[src/rtl/vga_timing_painter.sv]
// VGA timing generator and registered pixel output stage.
// Counters drive the pixel source; a delay line realigns timing with the returned colour.
module vga_timing_painter #(
   parameter int unsigned H_ACTIVE = 640,
   parameter int unsigned H_FP     = 16,
   parameter int unsigned H_SYNC   = 96,
   parameter int unsigned H_BP     = 48,
   parameter int unsigned V_ACTIVE = 480,
   parameter int unsigned V_FP     = 10,
   parameter int unsigned V_SYNC   = 2,
   parameter int unsigned V_BP     = 33,
   parameter int unsigned CH_W     = 8,
   parameter int unsigned PIPE     = 2
) (
   input  logic              clk,
   input  logic              reset,
   input  logic              pix_en,
   input  logic [1:0]        mode,
   input  logic [3*CH_W-1:0] pixel_color,
   input  logic [3*CH_W-1:0] bg_color,
   output logic [9:0]        h_count,
   output logic [9:0]        v_count,
   output logic              vid_on,
   output logic              frame_start,
   output logic [CH_W-1:0]   blue,
   output logic [CH_W-1:0]   green,
   output logic [CH_W-1:0]   red,
   output logic              hsync_n,
   output logic              vsync_n,
   output logic              sync_n,
   output logic              blank_n
);

   localparam int unsigned H_TOTAL  = H_ACTIVE + H_FP + H_SYNC + H_BP;
   localparam int unsigned V_TOTAL  = V_ACTIVE + V_FP + V_SYNC + V_BP;
   localparam int unsigned HS_BEG   = H_ACTIVE + H_FP;
   localparam int unsigned HS_END   = HS_BEG + H_SYNC;
   localparam int unsigned VS_BEG   = V_ACTIVE + V_FP;
   localparam int unsigned VS_END   = VS_BEG + V_SYNC;
   localparam int unsigned BAR_W    = (H_ACTIVE / 8 > 0) ? H_ACTIVE / 8 : 1;
   localparam int unsigned TAP_W    = 13;
   localparam int unsigned CNT_W    = 10;
   localparam int unsigned CMP_W    = 11;
   localparam logic [TAP_W-1:0] TAP_IDLE = {1'b0, 1'b1, 1'b1, 10'd0};

   logic             h_last;
   logic             v_last;
   logic [CMP_W-1:0] h_ext;
   logic [CMP_W-1:0] v_ext;
   logic             hs_raw;
   logic             vs_raw;
   logic [1:0]       act_mode;
   logic [TAP_W-1:0] tap_in;
   logic [TAP_W-1:0] tap_out;
   logic             d_vid;
   logic             d_hs;
   logic             d_vs;
   logic [CNT_W-1:0] d_h;
   logic [CNT_W-1:0] bar_idx;
   logic [2:0]       bar_bgr;
   logic [3*CH_W-1:0] bar_color;
   logic [3*CH_W-1:0] sel_color;

   assign h_last = (h_count == CNT_W'(H_TOTAL - 1));
   assign v_last = (v_count == CNT_W'(V_TOTAL - 1));
   assign h_ext  = {1'b0, h_count};
   assign v_ext  = {1'b0, v_count};

   // Request-side timing decode, one pixel ahead of the delay line
   assign vid_on      = (h_ext < CMP_W'(H_ACTIVE)) && (v_ext < CMP_W'(V_ACTIVE));
   assign hs_raw      = !((h_ext >= CMP_W'(HS_BEG)) && (h_ext < CMP_W'(HS_END)));
   assign vs_raw      = !((v_ext >= CMP_W'(VS_BEG)) && (v_ext < CMP_W'(VS_END)));
   assign frame_start = pix_en && !reset && (h_count == '0) && (v_count == '0);
   assign sync_n      = 1'b0;

   always_ff @(posedge clk or posedge reset) begin
      if (reset) begin
         h_count <= '0;
         v_count <= '0;
      end else if (pix_en) begin
         if (h_last) begin
            h_count <= '0;
            v_count <= v_last ? '0 : v_count + CNT_W'(1);
         end else begin
            h_count <= h_count + CNT_W'(1);
         end
      end
   end

   // Mode is only sampled at the top of a frame so a frame never mixes modes
   always_ff @(posedge clk or posedge reset) begin
      if (reset) begin
         act_mode <= 2'd3;
      end else if (frame_start) begin
         act_mode <= mode;
      end
   end

   assign tap_in = {vid_on, hs_raw, vs_raw, h_count};

   if (PIPE == 0) begin : g_no_dly
      assign tap_out = tap_in;
   end else begin : g_dly
      logic [TAP_W-1:0] stage [PIPE];

      always_ff @(posedge clk or posedge reset) begin
         if (reset) begin
            for (int i = 0; i < int'(PIPE); i++) stage[i] <= TAP_IDLE;
         end else if (pix_en) begin
            stage[0] <= tap_in;
            for (int i = 1; i < int'(PIPE); i++) stage[i] <= stage[i-1];
         end
      end

      assign tap_out = stage[PIPE-1];
   end

   assign d_vid = tap_out[12];
   assign d_hs  = tap_out[11];
   assign d_vs  = tap_out[10];
   assign d_h   = tap_out[9:0];

   // Eight vertical bars, {b,g,r} per bar; anything past bar 7 is black
   always_comb begin
      bar_bgr = 3'b000;
      bar_idx = d_h / CNT_W'(BAR_W);
      case (bar_idx)
         10'd0:   bar_bgr = 3'b111;
         10'd1:   bar_bgr = 3'b011;
         10'd2:   bar_bgr = 3'b110;
         10'd3:   bar_bgr = 3'b010;
         10'd4:   bar_bgr = 3'b101;
         10'd5:   bar_bgr = 3'b001;
         10'd6:   bar_bgr = 3'b100;
         default: bar_bgr = 3'b000;
      endcase
   end

   assign bar_color = {{CH_W{bar_bgr[2]}}, {CH_W{bar_bgr[1]}}, {CH_W{bar_bgr[0]}}};

   always_comb begin
      sel_color = '0;
      case (act_mode)
         2'd0:    sel_color = pixel_color;
         2'd1:    sel_color = bg_color;
         2'd2:    sel_color = bar_color;
         default: sel_color = '0;
      endcase
   end

   always_ff @(posedge clk or posedge reset) begin
      if (reset) begin
         blue    <= '0;
         green   <= '0;
         red     <= '0;
         blank_n <= 1'b0;
         hsync_n <= 1'b1;
         vsync_n <= 1'b1;
      end else if (pix_en) begin
         hsync_n <= d_hs;
         vsync_n <= d_vs;
         blank_n <= d_vid;
         if (d_vid) begin
            {blue, green, red} <= sel_color;
         end else begin
            {blue, green, red} <= '0;
         end
      end
   end

endmodule

[config.mk]
export PLATFORM = sky130hd
export DESIGN_NAME = vga_timing_painter
export DESIGN_NICKNAME = d
export VERILOG_FILES = /design/src/rtl/vga_timing_painter.sv
export SDC_FILE = /design/constraint.sdc
export NUM_CORES = 1
export LEC_CHECK = 0
export BUFFER_PORTS_ARGS = -buffer_cell sky130_fd_sc_hd__buf_2
export CAP_MARGIN = 10
export CORE_ASPECT_RATIO = 1.75
export CORE_MARGIN = 3
export CORE_UTILIZATION = 47
export DETAILED_ROUTE_END_ITERATION = 10
export PLACE_DENSITY = 0.87
export SLEW_MARGIN = 0
export SYNTH_ARGS = -nofsm -noshare
export SYNTH_HDL_FRONTEND = slang
export SYNTH_SLANG_ARGS = --single-unit
[constraint.sdc]
create_clock -name clk -period 3 [get_ports clk]
set_clock_uncertainty 0.1 [all_clocks]
set_input_delay 0.6 -clock clk [delete_from_list [all_inputs] [get_ports clk]]
set_output_delay 0.6 -clock clk [all_outputs]
set_load 0.01 [all_outputs]
### After elaboration in Yosys (flattened, before gate mapping)

Index checks and enable logic that the tools add are counted.

* logic and storage cells: 51
* bits in registers: 75
* input port bits: 53
* output and inout bits: 50

* divide/modulo/power cells: 1
* magnitude comparators: 6
* reduce and logical (&&, ||, !) cells: 14
* $add $sub $neg: 2
* equal/unequal tests: 10
* muxes and demuxes: 7

Operators with widths (number)
* 24-bit one-hot mux with 3 select lines: 1
* 10-bit by 3-bit equality test with 1-bit output, second input constant: 3
* 10-bit logical NOT: 3
* 8-bit two-way mux: 3
* 3-bit one-hot mux with 7 select lines: 1
* 10-bit by 1-bit adder with 10-bit output, second input constant: 2
* 10-bit equality test, second input constant: 2
* 10-bit by 2-bit equality test with 1-bit output, second input constant: 2
* 10-bit < comparator, second input constant: 2
* 10-bit by 9-bit < comparator with 1-bit output, second input constant: 2
* 10-bit two-way mux: 2
* 10-bit by 7-bit divider with 10-bit output, second input constant: 1
* 10-bit by 1-bit equality test with 1-bit output, second input constant: 1
* 10-bit greater-or-equal comparator, second input constant: 1
* 10-bit by 9-bit greater-or-equal comparator with 1-bit output, second input constant: 1
* 1-bit logical AND: 6
* 1-bit logical NOT: 3
* 2-bit by 1-bit equality test with 1-bit output, second input constant: 1
* 2-bit equality test, second input constant: 1
* 2-bit logical NOT: 1
* 2-bit AND reduction: 1

### Logic depth before layout (Yosys ltp)

* depth in word-level cells: 5
* mapped depth: 6
* mapped depth without buffers: 6

### Worst setup path before layout

Ideal clock, no wire load.

* path kind: input port to output port
* start point: input port reset
* end point: output port frame_start
* buffers on the path: 0
* stages: 3
* arrival time: 2.565 ns
* data required time: 2.300 ns
* slack: -0.265 ns
* cells stage by stage: inv_1 nand4b_1 nor3_1

* cells in the longest elaborated chain, start to end: 4

Ends and longest elaborated chain
* from (decl): RTL line 16 `input logic reset,`
* 1-bit logical NOT (no line)
* 1-bit logical AND (3 in a row): RTL line 73 `assign frame_start = pix_en && !reset && (h_count == '0) && (v_count == '0);`
* to (decl): RTL line 24 `output logic frame_start,`

Every way passes these cells.

### Final worst setup path

* start point: register v_count[0]
* end point: output port frame_start

* cells in the longest elaborated chain, start to end: 2

Ends and longest elaborated chain
* from (decl): RTL line 22 `output logic [9:0] v_count,`
* from (signal assigned): RTL line 83 `v_count <= v_last ? '0 : v_count + CNT_W'(1);`
* 10-bit logical NOT: RTL line 73
* 1-bit logical AND: RTL line 73

Every way passes these cells.

==> flow_metrics.tcl <==
set metrics [dict create \
    outcome "finished clean" \
    critPathMaxFanout 5 \
    critPathTopFamily "simple AND/OR/NAND/NOR gates" \
    vias_per_cell 5.671 \
    syn_to_final_growth_pct 24.44 \
    diodes 0 \
    grt_overflow 0 \
    drive_gt1_share_pct 36.68 \
    ys_ff_latch 67 \
    hold_path.startpoint "red[6]" \
    postSynthCellCount 329 \
    die_w_um 71.58 \
    worstSkewPairLatency_ps 320 \
    start_util_pct 48.56 \
    drt_wl_total_um 8475 \
    worstPathCellList "inv_1, ha_1, nor4b_4, nand2_1, nor3_1, buf_2" \
    cts.sinks 67 \
    syn-cell-area_um2 3537 \
    critical_path_class "reg2out" \
    multi_input_area_um2 1710 \
    met1_usage_pct 21.49 \
    wl_per_cell_um 16.49 \
    antenna_found_initial 0 \
    use_met2_pct 36.52 \
    critPathArrivalTime_ps 1740 \
    nNetsFinal 480 \
    cts_resized 0 \
    yosysWarnings 0 \
    busiest_layer "met2" \
    critPathLaunchType "flip-flop" \
    clock-root-buffer "clkbuf_16" \
    slew_violations 0 \
    vias 2915 \
    syn_nets 386 \
    reg2reg_to "act_mode[0]" \
    final_cell_mix "buf_2, dfrtp_1, nor2_1, mux2i_1, a21oi_1" \
    whs_ps 384.4 \
    ant_nets 0 \
    fmax_mhz 409.3 \
    rows 41 \
    gp_congestion 0.8904 \
    slowest_stage "dfrtp_1" \
    ctsLongestPathBuffers 2 \
    power.total_mw 2.741 \
    max_slew.worst_pin.slew_ps 826.1 \
    die_h_um 120.8 \
    min_to "red[6]" \
    worstPathRequired_ps 2300 \
    synth_edf_count 0 \
    path_clk_slew_ps 50 \
    cellLeakagePower_nw 2.015 \
    hold_viol_final 0 \
    power_density_nw_per_um2 622.7 \
    reg2regPathDepth 6 \
    finalCriticalPeriod_ps 2443 \
    cpPeakStageDelay_ps 430 \
    met3_usage_pct 4.576 \
    drt_iter0_markers 121 \
    grt_max_degree 68 \
    grt_pass1_wl_um 13530 \
    min-delay-path-class "reg2reg" \
    die-area_um2 8644 \
    cts_setup_buffers 0 \
    cts_tree "done" \
    slew-limit-headroom_pct 44.93 \
    fillCellCount 604 \
    ir_drop_uv 489.2 \
    place_hpwl_um 6083 \
    setup_tns_ps 0 \
    rsz0062_at_grt "false" \
    async_flop_share_pct 100.0 \
    drc 0 \
    reg2reg_from "v_count[0]" \
    ys_types 60 \
    track_usage_pct 20.04 \
    final-seq-area_um2 1687 \
    grt_pass1_vias 2871 \
    final_common_cell "buf_2" \
    crit_buf_inv 2 \
    dpl-instance-area_um2 4059 \
    cts_buffers 9 \
    reg2reg_slack_ps 1010 \
    hold_buffers 0 \
    io_pins 103 \
    fin_area_um2 4402 \
    end_kind "output pin" \
    whs_path_depth 2 \
    postSynthAreaPerCell_um2 10.75 \
    ys.flop_type "dfrtp_1" \
    period_share_pct 81.43 \
    io_buffers 101 \
    coreArea_um2 7284 \
    cap_violations 0 \
    yosysSeqAreaShare_pct 47.68 \
    firstDrtPassIters 4 \
    htreeDepth 3 \
    finalSetupViolCount 0 \
]
[per-layer routing]
metal | up-vias | wire (µm)
li1 | 1377 | -
met1 | 1397 | 3174
met2 | 124 | 4560
met3 | 17 | 563
met4 | 0 | 178
met5 | - | 0
[where the power goes]
part           internal, mW  switching (mW)  total [mW]
logic                 0.195           0.214       0.409
registers              1.01           0.128        1.13
clock network         0.831           0.368        1.20
total                  2.03           0.709        2.74
[per-stage QoR]
stage	instances	util, %	setup slack (ps)
finish	514	60.43	557.0
CTS	514	60.43	566.1
detailed placement	498	55.72	701.8
floorplan	329	-	281.4
global placement	498	55.72	765.5
global route	514	60.43	471.5
[flip-flops by register name (all words and copies together), names as in the netlist, 2 cells and up]
register,count
green,8
act_mode,2
blue,8
red,8
g_dly.stage,9
h_count,10
v_count,10
tap_out,9
[worst reg2reg max path, cell delays in order (launching register included)]
cell and delay, ps:
dfrtp_1 430, inv_1 120, ha_1 170, nor4b_4 230, nand2_1 140, nor3_1 360
mux2_2 380
[kinds of logic after synthesis]
family / count (synthesis) / share of synthesized area, %
other: 1 / 0.1060
buffers and inverters: 28 / 3.961
flip-flops: 67 / 47.68
AO/OA/AOI/OAI: 72 / 13.76
adder cells (fa/ha/maj): 4 / 1.415
XOR/XNOR: 14 / 3.679
multiplexers: 45 / 13.41
AND/OR/NAND/NOR: 98 / 15.99
[how the worst max path moves through the flow]
stage / cells after the start / start / slack [ps] / end
finish: 6 / v_count[0] / 560 / frame_start
global route: 6 / v_count[0] / 470 / frame_start
CTS: 6 / v_count[0] / 570 / frame_start
detailed placement: 5 / pix_en / 700 / frame_start
global placement: 5 / pix_en / 770 / frame_start
floorplan: 3 / reset / 280 / frame_start
[layout make-up]
cell class                      count  area share, %
Inverter                            8         0.7675
Timing Repair Buffer              103          11.82
Tap cell                           86          2.445
Multi-Input combinational cell    234          38.86
Clock buffer                       11          5.515
Clock inverter                      5          2.274
Sequential cell                    67          38.32
[Yosys cell counts (7+ instances only)]
cell type  instances  share of area (%)
dfstp_2            8                5.9
nor2_1            26                2.8
nand3_1           11                1.6
xnor2_1            9                2.2
o21ai_1            7               0.99
a21oi_1           20                2.8
o21a_1             9                1.9
mux2i_1           26                7.4
nand2_1           19                2.0
o2bb2ai_1          8                2.0
mux2_2            19                6.0
o21ai_0           13                1.8
buf_2              9                1.3
dfrtp_1           59                 42
inv_1              8               0.85
No activity file was read; power rests on OpenSTA's default activity.
